**config.mk**
```make
export PLATFORM = sky130hd
export DESIGN_NAME = alu_issue_ctrl
export DESIGN_NICKNAME = d
export VERILOG_FILES = /design/src/rtl/alu_issue_ctrl.sv
export SDC_FILE = /design/constraint.sdc
export NUM_CORES = 1
export LEC_CHECK = 0
export ABC_AREA = 1
export CAP_MARGIN = 0
export CORE_AREA = 2 2 92 111
export DETAILED_ROUTE_END_ITERATION = 16
export DIE_AREA = 0 0 94 113
export PLACE_DENSITY = 0.78
export SETUP_SLACK_MARGIN = 0.02
export SYNTH_ARGS = -nofsm -noshare
export SYNTH_HDL_FRONTEND = slang
export SYNTH_SLANG_ARGS = --single-unit
```
**constraint.sdc**
```tcl
create_clock -name clk -period 2.7 [get_ports clk]
set_input_delay 0.81 -clock clk [delete_from_list [all_inputs] [get_ports clk]]
set_output_delay 0.81 -clock clk [all_outputs]
set_load 0.02 [all_outputs]
```
**src/rtl/alu_issue_ctrl.sv**
```systemverilog
// rtl/alu_issue_ctrl.sv - command queue, issue register and result capture in front of an 8-bit ALU
//
// Purpose:
//   Buffers ALU commands in a registered FIFO, drives the combinational ALU from a
//   registered issue stage and captures its output into a result register. Chained
//   commands take operand A from the accumulator (the last captured result).
//
// Ports:
//   clk, rst_n                     clock, asynchronous active-low reset
//   i_cmd_valid / o_cmd_ready      command handshake
//   i_cmd_a, i_cmd_b, i_cmd_sel    command operands and ALU select
//   i_cmd_chain                    use accumulator instead of i_cmd_a
//   o_alu_a, o_alu_b, o_alu_sel    registered ALU inputs
//   i_alu_out, i_alu_carry         ALU result and carry
//   o_res_valid / i_res_ready      result handshake
//   o_res_data, o_res_carry        captured result and carry
//   o_busy                         any command queued, issuing or awaiting consumption
module alu_issue_ctrl #(
  parameter int WIDTH = 8,
  parameter int SEL_W = 4,
  parameter int DEPTH = 4
) (
  input  logic             clk,
  input  logic             rst_n,
  input  logic             i_cmd_valid,
  output logic             o_cmd_ready,
  input  logic [WIDTH-1:0] i_cmd_a,
  input  logic [WIDTH-1:0] i_cmd_b,
  input  logic [SEL_W-1:0] i_cmd_sel,
  input  logic             i_cmd_chain,
  output logic [WIDTH-1:0] o_alu_a,
  output logic [WIDTH-1:0] o_alu_b,
  output logic [SEL_W-1:0] o_alu_sel,
  input  logic [WIDTH-1:0] i_alu_out,
  input  logic             i_alu_carry,
  output logic             o_res_valid,
  input  logic             i_res_ready,
  output logic [WIDTH-1:0] o_res_data,
  output logic             o_res_carry,
  output logic             o_busy
);

  localparam int PTR_W = $clog2(DEPTH);
  localparam int CNT_W = $clog2(DEPTH + 1);

  // FIFO storage carries no reset: the pointers and count define what is valid.
  logic [WIDTH-1:0] r_fifo_a     [DEPTH];
  logic [WIDTH-1:0] r_fifo_b     [DEPTH];
  logic [SEL_W-1:0] r_fifo_sel   [DEPTH];
  logic             r_fifo_chain [DEPTH];

  logic [PTR_W-1:0] r_wr_ptr;
  logic [PTR_W-1:0] r_rd_ptr;
  logic [CNT_W-1:0] r_count;

  logic             r_iss_valid;
  logic [WIDTH-1:0] r_alu_a;
  logic [WIDTH-1:0] r_alu_b;
  logic [SEL_W-1:0] r_alu_sel;

  logic             r_res_valid;
  logic [WIDTH-1:0] r_res_data;
  logic             r_res_carry;
  logic [WIDTH-1:0] r_acc;

  logic             w_push;
  logic             w_fifo_nempty;
  logic             w_advance;
  logic             w_iss_free;
  logic             w_hazard;
  logic             w_load;
  logic [WIDTH-1:0] w_head_a;
  logic [WIDTH-1:0] w_head_b;
  logic [SEL_W-1:0] w_head_sel;
  logic             w_head_chain;

  // Ready depends on occupancy only, so a full FIFO never accepts even while popping.
  assign o_cmd_ready   = (r_count != CNT_W'(DEPTH));
  assign w_push        = i_cmd_valid & o_cmd_ready;
  assign w_fifo_nempty = (r_count != '0);

  assign w_head_a      = r_fifo_a[r_rd_ptr];
  assign w_head_b      = r_fifo_b[r_rd_ptr];
  assign w_head_sel    = r_fifo_sel[r_rd_ptr];
  assign w_head_chain  = r_fifo_chain[r_rd_ptr];

  assign w_advance     = r_iss_valid & (~r_res_valid | i_res_ready);
  assign w_iss_free    = ~r_iss_valid | w_advance;
  // A chained head waits until its producer has left the issue stage, so the
  // accumulator it reads already holds that producer's result.
  assign w_hazard      = w_head_chain & r_iss_valid;
  assign w_load        = w_fifo_nempty & w_iss_free & ~w_hazard;

  always_ff @(posedge clk) begin
    if (w_push) begin
      r_fifo_a[r_wr_ptr]     <= i_cmd_a;
      r_fifo_b[r_wr_ptr]     <= i_cmd_b;
      r_fifo_sel[r_wr_ptr]   <= i_cmd_sel;
      r_fifo_chain[r_wr_ptr] <= i_cmd_chain;
    end
  end

  always_ff @(posedge clk or negedge rst_n) begin
    if (!rst_n) begin
      r_wr_ptr    <= '0;
      r_rd_ptr    <= '0;
      r_count     <= '0;
      r_iss_valid <= 1'b0;
      r_alu_a     <= '0;
      r_alu_b     <= '0;
      r_alu_sel   <= '0;
      r_res_valid <= 1'b0;
      r_res_data  <= '0;
      r_res_carry <= 1'b0;
      r_acc       <= '0;
    end else begin
      if (w_push) begin
        r_wr_ptr <= r_wr_ptr + PTR_W'(1);
      end
      if (w_load) begin
        r_rd_ptr <= r_rd_ptr + PTR_W'(1);
      end
      case ({w_push, w_load})
        2'b10:   r_count <= r_count + CNT_W'(1);
        2'b01:   r_count <= r_count - CNT_W'(1);
        default: r_count <= r_count;
      endcase

      // ALU inputs only change on a load, so they hold steady while idle.
      if (w_load) begin
        r_iss_valid <= 1'b1;
        r_alu_a     <= w_head_chain ? r_acc : w_head_a;
        r_alu_b     <= w_head_b;
        r_alu_sel   <= w_head_sel;
      end else if (w_advance) begin
        r_iss_valid <= 1'b0;
      end

      if (w_advance) begin
        r_res_valid <= 1'b1;
        r_res_data  <= i_alu_out;
        r_res_carry <= i_alu_carry;
        r_acc       <= i_alu_out;
      end else if (r_res_valid && i_res_ready) begin
        r_res_valid <= 1'b0;
      end
    end
  end

  assign o_alu_a     = r_alu_a;
  assign o_alu_b     = r_alu_b;
  assign o_alu_sel   = r_alu_sel;
  assign o_res_valid = r_res_valid;
  assign o_res_data  = r_res_data;
  assign o_res_carry = r_res_carry;
  assign o_busy      = w_fifo_nempty | r_iss_valid | r_res_valid;

endmodule
```
Word-level counts from Yosys, hierarchy flattened
Memory sizes are Yosys's and may differ from the RTL's. A register that Yosys moved wholly into a read port is not among the register bits.
Cells that the tools add are included.
{"block": "word_totals", "in_bits": 34, "out_inout_bits": 32, "register_bits": 26, "n_memories": 4, "ram_bits": 84}
{"block": "op_classes", "n_mux": 8, "n_addsub": 4, "n_eq_ne": 3, "reduce_logical": 7, "n_bitwise": 12}
{"name": "r_fifo_a", "words": 4, "width": 8, "read_ports": 1, "rd_ports_with_merged_regs": 0, "wr": 1, "line_no": "47", "source": "logic [WIDTH-1:0] r_fifo_a [DEPTH];"}
{"name": "r_fifo_b", "words": 4, "width": 8, "read_ports": 1, "rd_ports_with_merged_regs": 1, "wr": 1, "line_no": "48", "source": "logic [WIDTH-1:0] r_fifo_b [DEPTH];"}
{"name": "r_fifo_sel", "words": 4, "width": 4, "read_ports": 1, "rd_ports_with_merged_regs": 1, "wr": 1, "line_no": "49", "source": "logic [SEL_W-1:0] r_fifo_sel [DEPTH];"}
{"name": "r_fifo_chain", "words": 4, "width": 1, "read_ports": 1, "rd_ports_with_merged_regs": 0, "wr": 1, "line_no": "50", "source": "logic r_fifo_chain [DEPTH];"}
{"cell": "8-bit two-way mux", "n": 1}
{"cell": "1-bit two-way mux", "n": 6}
{"cell": "3-bit case mux with 2 select lines", "n": 1}
{"cell": "2-bit nonzero test", "n": 3}
{"cell": "1-bit AND", "n": 5}
{"cell": "2-bit by 1-bit adder with 2-bit output, second input constant", "n": 2}
{"cell": "1-bit bitwise OR", "n": 4}
{"cell": "3-bit by 1-bit adder with 3-bit output, second input constant", "n": 1}
{"cell": "3-bit != test, second input constant", "n": 1}
{"cell": "1-bit NOT", "n": 3}
{"cell": "3-bit nonzero test", "n": 1}
{"cell": "3-bit by 1-bit subtractor with 3-bit output, second input constant", "n": 1}
{"cell": "2-bit by 1-bit equality test with 1-bit output, second input constant", "n": 1}
{"cell": "2-bit equality test, second input constant", "n": 1}
{"cell": "1-bit logical NOT", "n": 2}
{"cell": "1-bit logical AND", "n": 1}

Longest topological paths before layout
Gate-level depths: netlist of run 1.
{"block": "logic_depth", "ltp_word": 8, "ltp_mapped": 14, "ltp_nobuf": 13}

Worst setup path after synthesis of run 1
OpenSTA, ideal clock, no wires.
{"block": "synth_path", "path_kind": "input-to-reg", "start": "input i_cmd_valid", "end": "memory r_fifo_a[0][0] (enable)", "setup_ps": 399, "path_stages": 2, "setup_slack_ps": 402, "t_arrival_ps": 1899, "cell_sequence": "nand2_1 nor2_1"}
{"block": "synth_between", "elab_chain_len": 3}
{"item": "start: declaration", "line_no": "25", "source": "input logic i_cmd_valid,"}
{"item": "1-bit AND", "line_no": "79", "source": "assign w_push = i_cmd_valid & o_cmd_ready;"}
{"item": "1-bit two-way mux", "line_no": "95", "source": "if (w_push) begin"}
{"item": "1-bit two-way mux (not written as such)", "line_no": "96", "source": "r_fifo_a[r_wr_ptr] <= i_cmd_a;"}
{"item": "end: declaration", "line_no": "47"}
Every way passes these cells.

Worst setup path after layout of run 1
{"block": "layout_path", "start": "register r_count[0]", "end": "output o_cmd_ready"}
{"block": "layout_between", "elab_chain_len": 1}
{"item": "start: declaration", "line_no": "54", "source": "logic [CNT_W-1:0] r_count;"}
{"item": "start signal: assignment", "line_no": "124", "source": "2'b10: r_count <= r_count + CNT_W'(1);"}
{"item": "start signal: assignment", "line_no": "125", "source": "2'b01: r_count <= r_count - CNT_W'(1);"}
{"item": "start signal: assignment", "line_no": "126", "source": "default: r_count <= r_count;"}
{"item": "3-bit != test", "line_no": "78", "source": "assign o_cmd_ready = (r_count != CNT_W'(DEPTH));"}
{"item": "end: declaration", "line_no": "26", "source": "output logic o_cmd_ready,"}
Every way passes these cells.

==> results of run 1 <==
## metal layers
layer  global-route usage (%)  wire length [um]
met5                        0                 0
met4                    8.116               107
met3                    5.193               467
met2                    36.43              5455
met1                    24.25              4117
## how the worst min path moves through the flow
stage	cells after the start	end	startpoint
after floorplan	1	r_count[0]$_DFFE_PN0P_	r_count[0]$_DFFE_PN0P_
final	2	o_alu_a[0]$_DFFE_PN0P_	o_alu_a[0]$_DFFE_PN0P_
after detailed placement	2	o_alu_a[7]$_DFFE_PN0P_	o_alu_a[7]$_DFFE_PN0P_
after global placement	2	r_count[1]$_DFFE_PN0P_	r_count[1]$_DFFE_PN0P_
after global routing	2	o_alu_b[0]$_DFFE_PN0P_	o_alu_b[0]$_DFFE_PN0P_
after CTS	2	o_alu_a[7]$_DFFE_PN0P_	o_alu_a[7]$_DFFE_PN0P_
## cell type report
| type | count | area (sq um) | share of cell area (%) |
|---|---|---|---|
| Timing Repair Buffer | 81 | 793.3 | 12.15 |
| Sequential cell | 122 | 3473 | 53.20 |
| Inverter | 48 | 182.7 | 2.798 |
| Clock inverter | 14 | 131.4 | 2.012 |
| Clock buffer | 18 | 429.2 | 6.573 |
| Multi-Input combinational cell | 267 | 1365 | 20.91 |
| Tap cell | 123 | 153.9 | 2.357 |
## metrics by stage
stage / power [mW] / util (%) / area (sq um) / setup slack, ns / hold slack [ns]
after floorplan: 5.151 / - / 5119 / 0.4020 / 0.4465
after global placement: 6.114 / 62.70 / 5966 / 0.05261 / 0.4636
after detailed placement: 6.244 / 62.70 / 5966 / 0.02479 / 0.4687
after CTS: 8.389 / 68.59 / 6526 / 0.1678 / 0.4833
after global routing: 8.867 / 68.61 / 6529 / 0.2273 / 0.5034
final: 8.327 / 68.61 / 6529 / 0.3199 / 0.4820
## what timing repair did
| item | CTS | global route |
|---|---|---|
| gates resized for setup | 0 | 1 |
| setup buffers | 0 | 0 |
| setup endpoints to repair | 0 | 1 |
## tightest hold or removal path: stages (launching register included)
cell	delay, ns
dfrtp_1	0.34
nand2_1	0.06
nand2_1	0.05
## state kept, by name, indices dropped and copies added, names as in the netlist
| register | count |
|---|---|
| r_rd_ptr | 2 |
| o_alu_a | 8 |
| o_res_valid | 1 |
| r_fifo_a | 32 |
| r_iss_valid | 1 |
| r_fifo_b | 32 |
| o_res_carry | 1 |
| r_fifo_chain | 4 |
| o_res_data | 8 |
| r_count | 3 |
| r_wr_ptr | 2 |
| o_alu_sel | 4 |
| o_alu_b | 8 |
| r_fifo_sel | 16 |
## cells in the mapped netlist
master,n,area share [%]
mux2_2,9,2.0
xnor2_1,2,0.34
inv_1,45,3.3
a21oi_1,1,0.098
o21ai_2,13,2.2
nor2_1,8,0.59
inv_4,1,0.12
nand3_1,51,5.0
clkbuf_1,4,0.29
nand3_4,3,1.0
buf_6,4,0.88
buf_2,8,0.78
nand2_4,1,0.22
o21ai_0,3,0.29
nand2_2,9,1.1
fa_1,1,0.39
buf_4,1,0.15
nand2_1,159,12
ha_1,5,1.2
inv_2,2,0.15
dfrtp_1,38,19
edfxtp_1,84,49
xor2_1,2,0.34
## cells by family (layout without fill, tap and decap cells)
kind of cell / after synthesis / in the layout / synth area share, %
DFF: 122 / 122 / 67.86
and+or+nand+nor: 231 / 231 / 19.58
adders and majority gates: 6 / 6 / 1.613
buffers and inverters: 65 / 161 / 5.671
muxes: 9 / 9 / 1.980
AOI/OAI and AO/OA: 17 / 17 / 2.615
xor gates and xnor gates: 4 / 4 / 0.6846
## report_power, final
group	internal, mW	total (mW)	switching, mW	leakage [nW]
clock	1.34	2.10	0.764	0.265
sequential	2.59	2.90	0.311	1.22
combinational	1.31	3.32	2.01	1.30
==> impl_metrics.csv, run 1 <==
group,metric,value,unit
setup_path,cp_data_arrival_time,1.57,ns
setup_path,worstPathCellList,"inv_1 -> nand3_1 -> clkdlybuf4s50_1",
placement,place_congestion,0.7829,
placement,portBuffers,65,
cts,clock_latency_of_the_later_clocked_register_in_the_worst_skew_pair,0.40,ns
floorplan,fp.dieH,113,um
placement,post-dp-hpwl,6453,um
timing,report.final.hold_viol_count,0,
floorplan,io_pins,66,
timing,clock_skew,0.005047,ns
logic_synthesis,synth.net_count,494,
setup_path,master_of_the_slowest_instance_on_the_critical_path,"clkdlybuf4s50_1",
global_routing,grt_max_degree,39,
setup_path,cp-startpoint,"r_count[0]$_DFFE_PN0P_",
setup_path,endpoint_of_the_most_critical_setup_path,"o_cmd_ready",
final_layout,layout-drive-gt1-share,16.18,%
floorplan,floorplan_row_count,39,
final_layout,layout.cells.most_common_list,"159 x nand2_1, 84 x edfxtp_1, 63 x clkdlybuf4s50_1",
cts,clock_tree.htree_level_count,4,
cts,clk_transition_reported_paths,0.05,ns
logic_synthesis,syn_area,5119,sq um
timing,rsz_0062_raised_after_global_routing,"no",
floorplan,chipWidth,94,um
setup_path,worst_setup_path_start_kind,"register",
setup_path,setup.worst_path.end_class,"output port",
drt,initialDrtViolationCount,285,
timing,slew_violations,0,
floorplan,design.core.area,9515,sq um
worst_hold_path,hold_path_class,"register to register",
timing,timing.final.crit_share,88.15,%
logic_synthesis,synth_cell_types,23,
timing,achievable-frequency,0.4202,GHz
drt,drt_first_pass_iters,4,
final_layout,number_of_standard_cells_in_the_layout_taps_in_and_fillers_out,673,
setup_path,worst_path_dominant_cell_family,"buffers and inverters",
setup_path,timing.setup.critical_path_class,"register to output port",
drt,ant_nets,0,
final_layout,num-nets-final,577,
timing,worst-slew-pin-transition,0.9206,ns
logic_synthesis,number_of_instances_in_the_synthesized_netlist,454,
cts,numClockSinks,122,
drt,via_per_inst,5.013,
setup_path,reg2reg_to,"r_count[2]$_DFFE_PN0P_",
timing,setup_tns_after_final_layout,0,ns
global_routing,globalRouteOverflowTotal,0,
cts,hold_fix_buffers_at_cts,0,
power,total_leakage_power,2.785,nW
global_routing,first_pass_grt_wire_length,16450,um
setup_path,timing.critical_path.buf_inv,2,
timing,period_minus_slack,2.380,ns
timing,slew_headroom,38.63,%
logic_synthesis,avgSynthCellArea,11.27,sq um
final_layout,diodes,0,
cts,cts_buffer_depth,2,
drt,routedWlPerCell,15.08,um
logic_synthesis,yosys_warnings,0,
setup_path,worstPathRequired,1.89,ns
cts,cts.root.buffer_cell,"clkbuf_16",
floorplan,initial_utilization,53.79,%
drt,num_vias,3374,
setup_path,reg2reg_slack,0.44,ns
drt,drt-total-wl,10150,um
power,worst_ir_drop_vdd,0.5894,mV
setup_path,worstPathMaxFanout,3,
flow_run,maxCapViolations,0,
logic_synthesis,synth.ff_latch_count,122,
setup_path,rr_worst_depth,13,
final_layout,most_common_cell_after_layout_fill_and_taps_aside,"nand2_1",
logic_synthesis,seq_area_frac_synth,67.86,%
floorplan,floorplan.die_area,10620,sq um
setup_path,crit_path_max_incr_delay,0.60,ns
global_routing,number_of_global_route_vias_before_repair,3436,
cts,tritoncts,"built",
final_layout,filler_cell_count,698,
setup_path,r2r-start,"r_rd_ptr[0]$_DFFE_PN0P_",
cts,cts_bufs_inserted,17,
run_status,status,"finished clean",
global_routing,global_route.usage.total,20.73,%
drt,route.detailed.drc,0,
timing,setup_viol,0,
global_routing,grt_antenna_before_repair,0,
placement,placed_cells_incl_taps,641,
setup_path,path_depth,3,
final_layout,syn_to_final_growth,27.55,%
power,total_power_divided_by_cell_area,1275,nW/um^2
No activity file was read; power rests on OpenSTA's default activity.
==> run 2: changes to the inputs <==
--- a/config.mk
+++ b/config.mk
@@ -5,12 +5,11 @@
 export SDC_FILE = /design/constraint.sdc
 export NUM_CORES = 1
 export LEC_CHECK = 0
-export ABC_AREA = 1
 export CAP_MARGIN = 0
-export CORE_AREA = 2 2 92 111
+export CORE_AREA = 2 2 89 108
 export DETAILED_ROUTE_END_ITERATION = 16
-export DIE_AREA = 0 0 94 113
-export PLACE_DENSITY = 0.78
+export DIE_AREA = 0 0 91 110
+export PLACE_DENSITY = 0.77
 export SETUP_SLACK_MARGIN = 0.02
 export SYNTH_ARGS = -nofsm -noshare
 export SYNTH_HDL_FRONTEND = slang
==> impl_metrics.csv, run 2 <==
group,metric,value,unit
run_status,status,"finished clean",
placement,portBuffers,65,
timing,final_critical_path_setup_slack,0.09974,ns
logic_synthesis,number_of_instances_in_the_synthesized_netlist,231,
placement,dp_slack,-0.09782,ns
timing,timing.final.crit_share,96.31,%
floorplan,floorplan_row_count,38,
setup_path,worstPathRequired,1.89,ns
logic_synthesis,yosys.area.top_type,"edfxtp_1",
drt,via_per_inst,5.395,
setup_path,worstPathMaxFanout,4,
drt,drt_first_pass_iters,4,
setup_path,path_depth,3,
cts,cts.root.buffer_cell,"clkbuf_8",
setup_path,r2r-start,"r_fifo_chain[3]$_DFFE_PP_",
cts,clk_transition_reported_paths,0.06,ns
global_routing,globalRouteOverflowTotal,0,
power,total_power_divided_by_cell_area,1279,nW/um^2
drt,route.detailed.drc,0,
logic_synthesis,synth.net_count,271,
timing,period_minus_slack,2.600,ns
logic_synthesis,yosysMostFrequentCell,"edfxtp_1",
flow_run,maxCapViolations,0,
placement,place_congestion,0.6896,
placement,post-dp-hpwl,5108,um
cts,clock_tree.htree_level_count,4,
floorplan,chipWidth,91,um
logic_synthesis,synth.ff_latch_count,122,
timing,clock_skew,0.009177,ns
timing,achievable-frequency,0.3846,GHz
drt,initialDrtViolationCount,130,
power,internal_power,5.471,mW
drt,routedWlPerCell,19.00,um
drt,ant_nets,0,
final_layout,layout.cells.most_common_list,"84 x edfxtp_1, 62 x clkdlybuf4s50_1, 38 x dfrtp_1",
setup_path,timing.critical_path.buf_inv,1,
setup_path,rr_worst_depth,8,
final_layout,number_of_standard_cells_in_the_layout_taps_in_and_fillers_out,453,
power,clockPowerShare,27.7,%
floorplan,io_pins,66,
placement,placed_cells_incl_taps,420,
logic_synthesis,netlist_top_cells_area,"edfxtp_1 54%, dfrtp_1 20%, mux4_2 10%",
logic_synthesis,avgSynthCellArea,20.36,sq um
logic_synthesis,seq_area_frac_synth,73.85,%
floorplan,initial_utilization,52.62,%
setup_path,timing.setup.critical_path_class,"register to output port",
timing,worst-slew-pin-transition,0.8885,ns
final_layout,largest_registers,"r_fifo_a: 32 flops, r_fifo_b: 32 flops, r_fifo_sel: 16 flops",
global_routing,number_of_global_route_vias_before_repair,2574,
setup_path,worst_path_dominant_cell_family,"simple AND/OR/NAND/NOR gates",
timing,fin_hold_ws,0.4281,ns
logic_synthesis,syn_area,4703,sq um
global_routing,grt_max_degree,39,
power,power.sequential.fraction,36.5,%
logic_synthesis,async_reset_ff_share,31.15,%
power,worst_ir_drop_vdd,0.7682,mV
drt,drt-total-wl,8609,um
setup_path,worstPathCellList,"or3_1 -> or3_1 -> buf_2",
setup_path,cp_common_cell,"or3_1",
setup_path,crit_path_max_incr_delay,0.40,ns
timing,setup_tns_after_final_layout,0,ns
final_layout,num-nets-final,360,
logic_synthesis,synth_cell_types,31,
floorplan,design.core.area,8939,sq um
setup_path,endpoint_of_the_most_critical_setup_path,"o_busy",
floorplan,fp.dieH,110,um
cts,cts_buffer_depth,2,
setup_path,reg2reg_to,"r_count[2]$_DFFE_PN0P_",
power,power.switching_fraction,30.18,%
timing,rsz_0062_raised_after_global_routing,"no",
global_routing,first_pass_grt_wire_length,13790,um
timing,slew_headroom,40.76,%
setup_path,master_of_the_slowest_instance_on_the_critical_path,"dfrtp_1",
global_routing,grt_antenna_before_repair,0,
logic_synthesis,yosys.area.top_type_share,53.63,%
power,p_switching,2.365,mW
cts,tritoncts,"built",
drt,num_vias,2444,
power,total_leakage_power,2.247,nW
power,power_frac_comb,35.8,%
worst_hold_path,hold_path_class,"primary input to asynchronous set/reset pin",
logic_synthesis,synth_common_cells,"84 x edfxtp_1, 38 x dfrtp_1, 22 x mux2_2, 21 x mux4_2, 9 x inv_1",
setup_path,setup.worst_path.end_class,"output port",
floorplan,floorplan.die_area,10010,sq um
cts,numClockSinks,122,
logic_synthesis,postSynth.topFlopCell,"edfxtp_1",
final_layout,most_common_cell_after_layout_fill_and_taps_aside,"edfxtp_1",
power,totalPowerFinal,7.836,mW
timing,slew_violations,0,
setup_path,reg2reg_slack,0.28,ns
logic_synthesis,yosys_warnings,0,
final_layout,syn_to_final_growth,30.22,%
cts,clock_latency_of_the_later_clocked_register_in_the_worst_skew_pair,0.51,ns
setup_path,cp-startpoint,"r_count[2]$_DFFE_PN0P_",
cts,cts_bufs_inserted,17,
final_layout,diodes,0,
setup_path,cp_data_arrival_time,1.79,ns
timing,report.final.hold_viol_count,0,
global_routing,global_route.usage.total,19.17,%
final_layout,layout-drive-gt1-share,29.43,%
logic_synthesis,synth_edf_count,84,
timing,setup_viol,0,
setup_path,worst_setup_path_start_kind,"register",
[run 2: how the worst min path moves through the flow]
stage | start | to | slack (ns) | cells after the start
floorplan | r_count[2]$_DFFE_PN0P_ | r_count[2]$_DFFE_PN0P_ | 0.47 | 1
global placement | o_alu_b[6]$_DFFE_PN0P_ | o_alu_b[6]$_DFFE_PN0P_ | 0.49 | 1
detailed placement | o_alu_b[1]$_DFFE_PN0P_ | o_alu_b[1]$_DFFE_PN0P_ | 0.50 | 1
CTS | rst_n | o_res_valid$_DFFE_PN0P_ | 0.44 | 1
global route | rst_n | r_count[0]$_DFFE_PN0P_ | 0.48 | 1
finish | rst_n | r_iss_valid$_DFFE_PN0P_ | 0.43 | 1
[run 2: per-stage QoR]
| step | utilization, % | cell area [sq um] |
|---|---|---|
| final | 68.52 | 6125 |
| after global routing | 68.52 | 6125 |
| after CTS | 68.44 | 6117 |
| after detailed placement | 62.01 | 5543 |
| after global placement | 62.01 | 5543 |
| after floorplan | - | 4703 |
[run 2: cell type report]
type,count,area (sq um)
clock inverter,14,152.6
tap,120,150.1
clock buffer,18,427.9
sequential,122,3473
inverter,9,33.78
fill,614,2814
multi-input combinational,92,1150
timing repair buffer,78,737.0
[run 2: logic make-up after synthesis]
kind of cell,count (synthesis),synth area share [%]
DFF,122,73.85
muxes,44,15.54
and+or+nand+nor,25,3.405
buffers and inverters,17,1.702
AOI/OAI and AO/OA,12,2.820
adders and majority gates,6,1.756
xor gates and xnor gates,5,0.9313
[run 2: per-layer routing]
layer  GRT usage [%]  routed length [um]  vias up
met3           6.798                 447       11
met1           21.50                3418     1253
li1                -                   -     1109
met5               0                   0        -
met2           32.28                4572       71
met4           10.82                 171        0
[run 2: what timing repair did]
item / in CTS / in global routing
setup buffers: 0 / 1
endpoints found under the setup margin: 2 / 1
hold buffers: 0 / 0
pin swaps: 0 / 0
gates resized for setup: 5 / 0
[run 2: power by group through the flow]
| stage | combinational (mW) | sequential, mW | clock, mW |
|---|---|---|---|
| after floorplan | 1.54 | 3.14 | 0 |
| after global placement | 2.74 | 2.86 | 0 |
| after detailed placement | 2.79 | 2.89 | 0 |
| after CTS | 2.83 | 2.87 | 2.21 |
| after global routing | 3.01 | 2.92 | 2.30 |
| final | 2.80 | 2.86 | 2.17 |
[run 2: worst reg2reg max path, delay by kind of cell (launching register included)]
family          cells  cell delay, ns
compound gates      1            0.28
xor+xnor            2            0.34
fa+ha+maj           2            0.60
buf+inv             1            0.06
flops               1            0.40
mux                 1            0.55
simple gates        1            0.12
==> run 3: changes to the inputs <==
--- a/config.mk
+++ b/config.mk
@@ -5,7 +5,7 @@
 export SDC_FILE = /design/constraint.sdc
 export NUM_CORES = 1
 export LEC_CHECK = 0
-export CAP_MARGIN = 0
+export CAP_MARGIN = 40
 export CORE_AREA = 2 2 89 108
 export DETAILED_ROUTE_END_ITERATION = 16
 export DIE_AREA = 0 0 91 110
==> impl_metrics.csv, run 3 (synthesized netlist as in run 2, its figures left out) <==
group,metric,value,unit
run_status,status,"finished clean",
setup_path,worstPathRequired,1.89,ns
timing,final_critical_path_setup_slack,0.09106,ns
global_routing,grt_antenna_before_repair,0,
drt,num_vias,2447,
setup_path,worstPathMaxFanout,4,
floorplan,chipWidth,91,um
floorplan,floorplan_row_count,38,
global_routing,globalRouteOverflowTotal,0,
global_routing,number_of_global_route_vias_before_repair,2534,
timing,period_minus_slack,2.609,ns
placement,place_congestion,0.6896,
power,total_power_divided_by_cell_area,1278,nW/um^2
timing,timing.final.crit_share,96.63,%
floorplan,io_pins,66,
setup_path,setup.worst_path.end_class,"output port",
flow_run,maxCapViolations,0,
floorplan,fp.dieH,110,um
placement,dp_slack,-0.09768,ns
final_layout,layout-drive-gt1-share,28.83,%
final_layout,number_of_standard_cells_in_the_layout_taps_in_and_fillers_out,453,
power,total_leakage_power,2.254,nW
global_routing,grt_max_degree,28,
placement,portBuffers,65,
cts,numClockSinks,122,
final_layout,num-nets-final,360,
cts,clk_transition_reported_paths,0.05,ns
timing,clock_skew,0.009776,ns
cts,cts_bufs_inserted,17,
timing,report.final.hold_viol_count,0,
final_layout,diodes,0,
timing,setup_tns_after_final_layout,0,ns
placement,post-dp-hpwl,5190,um
drt,drt_first_pass_iters,4,
final_layout,syn_to_final_growth,30.83,%
global_routing,global_route.usage.total,19.33,%
drt,drt-total-wl,8807,um
cts,clock_latency_of_the_later_clocked_register_in_the_worst_skew_pair,0.51,ns
final_layout,most_common_cell_after_layout_fill_and_taps_aside,"edfxtp_1",
final_layout,layout.cells.most_common_list,"84 x edfxtp_1, 62 x clkdlybuf4s50_1, 38 x dfrtp_1",
cts,cts_buffer_depth,2,
final_layout,largest_registers,"r_fifo_a: 32 flops, r_fifo_b: 32 flops, r_fifo_sel: 16 flops",
floorplan,floorplan.die_area,10010,sq um
cts,clock_tree.htree_level_count,4,
cts,tritoncts,"built",
worst_hold_path,hold_path_class,"primary input to asynchronous set/reset pin",
drt,route.detailed.drc,0,
floorplan,initial_utilization,52.62,%
timing,fin_hold_ws,0.1914,ns
global_routing,first_pass_grt_wire_length,13760,um
drt,ant_nets,0,
drt,routedWlPerCell,19.44,um
drt,initialDrtViolationCount,148,
timing,worst-slew-pin-transition,0.4284,ns
timing,setup_viol,0,
power,worst_ir_drop_vdd,0.6794,mV
timing,achievable-frequency,0.3833,GHz
timing,slew_violations,0,
setup_path,worst_setup_path_start_kind,"register",
floorplan,design.core.area,8939,sq um
drt,via_per_inst,5.402,
setup_path,cp_data_arrival_time,1.80,ns
cts,hold_fix_buffers_at_cts,0,
timing,rsz_0062_raised_after_global_routing,"no",
setup_path,timing.setup.critical_path_class,"register to output port",
placement,placed_cells_incl_taps,421,
cts,cts.root.buffer_cell,"clkbuf_8",
timing,slew_headroom,71.44,%
## run 3: cell count changes in the layout (fill, tap and decap cells not counted), sizes merged
cell,previous run,this run
clkbuf,18,25
inv,10,9
clkinv,9,3
## run 3: final timing paths
check / start / to / slack [ns] / depth (start not counted)
hold / removal: rst_n / r_wr_ptr[0]$_DFFE_PN0P_ / 0.19 / 1
setup reg to reg: r_rd_ptr[0]$_DFFE_PN0P_ / r_count[2]$_DFFE_PN0P_ / 0.35 / 8
min in group clk: o_alu_b[1]$_DFFE_PN0P_ / o_alu_b[1]$_DFFE_PN0P_ / 0.50 / 1
setup / recovery: r_count[2]$_DFFE_PN0P_ / o_busy / 0.09 / 3
max in group asynchronous: rst_n / o_alu_b[3]$_DFFE_PN0P_ / 2.06 / 2
hold reg to reg: o_alu_b[1]$_DFFE_PN0P_ / o_alu_b[1]$_DFFE_PN0P_ / 0.50 / 1
## run 3: metrics by stage
stage	cell area [sq um]	util [%]	power (mW)
CTS	6153	68.84	7.964
global route	6153	68.84	8.259
floorplan	4703	-	4.679
finish	6153	68.84	7.865
global placement	5543	62.01	5.600
detailed placement	5563	62.23	5.684
## run 3: cell type report
cell class,count,area [sq um]
clock buffers,25,484.2
well taps,120,150.1
fillers,626,2785
inverters,9,33.78
multi-input cells,92,1150
clock inverters,7,112.6
repair buffers,78,749.5
flip-flops and latches,122,3473
## run 3: layer usage
layer  track usage, %  part of all wire, %
met1            21.66                   38
met4            8.333                  1.8
met2            33.76                   55
met5                0                    0
met3            6.934                  5.5
## run 3: critical path: stages, from the launching register on
cell and delay, ns:
dfrtp_1 0.41, or3_1 0.41, or3_1 0.31, buf_2 0.16
## run 3: timing repair
action,CTS,global route
gates resized for setup,5,0
setup endpoints to repair,2,0
buffers inserted,0,0
## run 3: where the power goes
group | switching [mW] | internal, mW
logic | 1.33 | 1.44
registers | 0.256 | 2.61
clock network | 0.729 | 1.50
total | 2.32 | 5.55
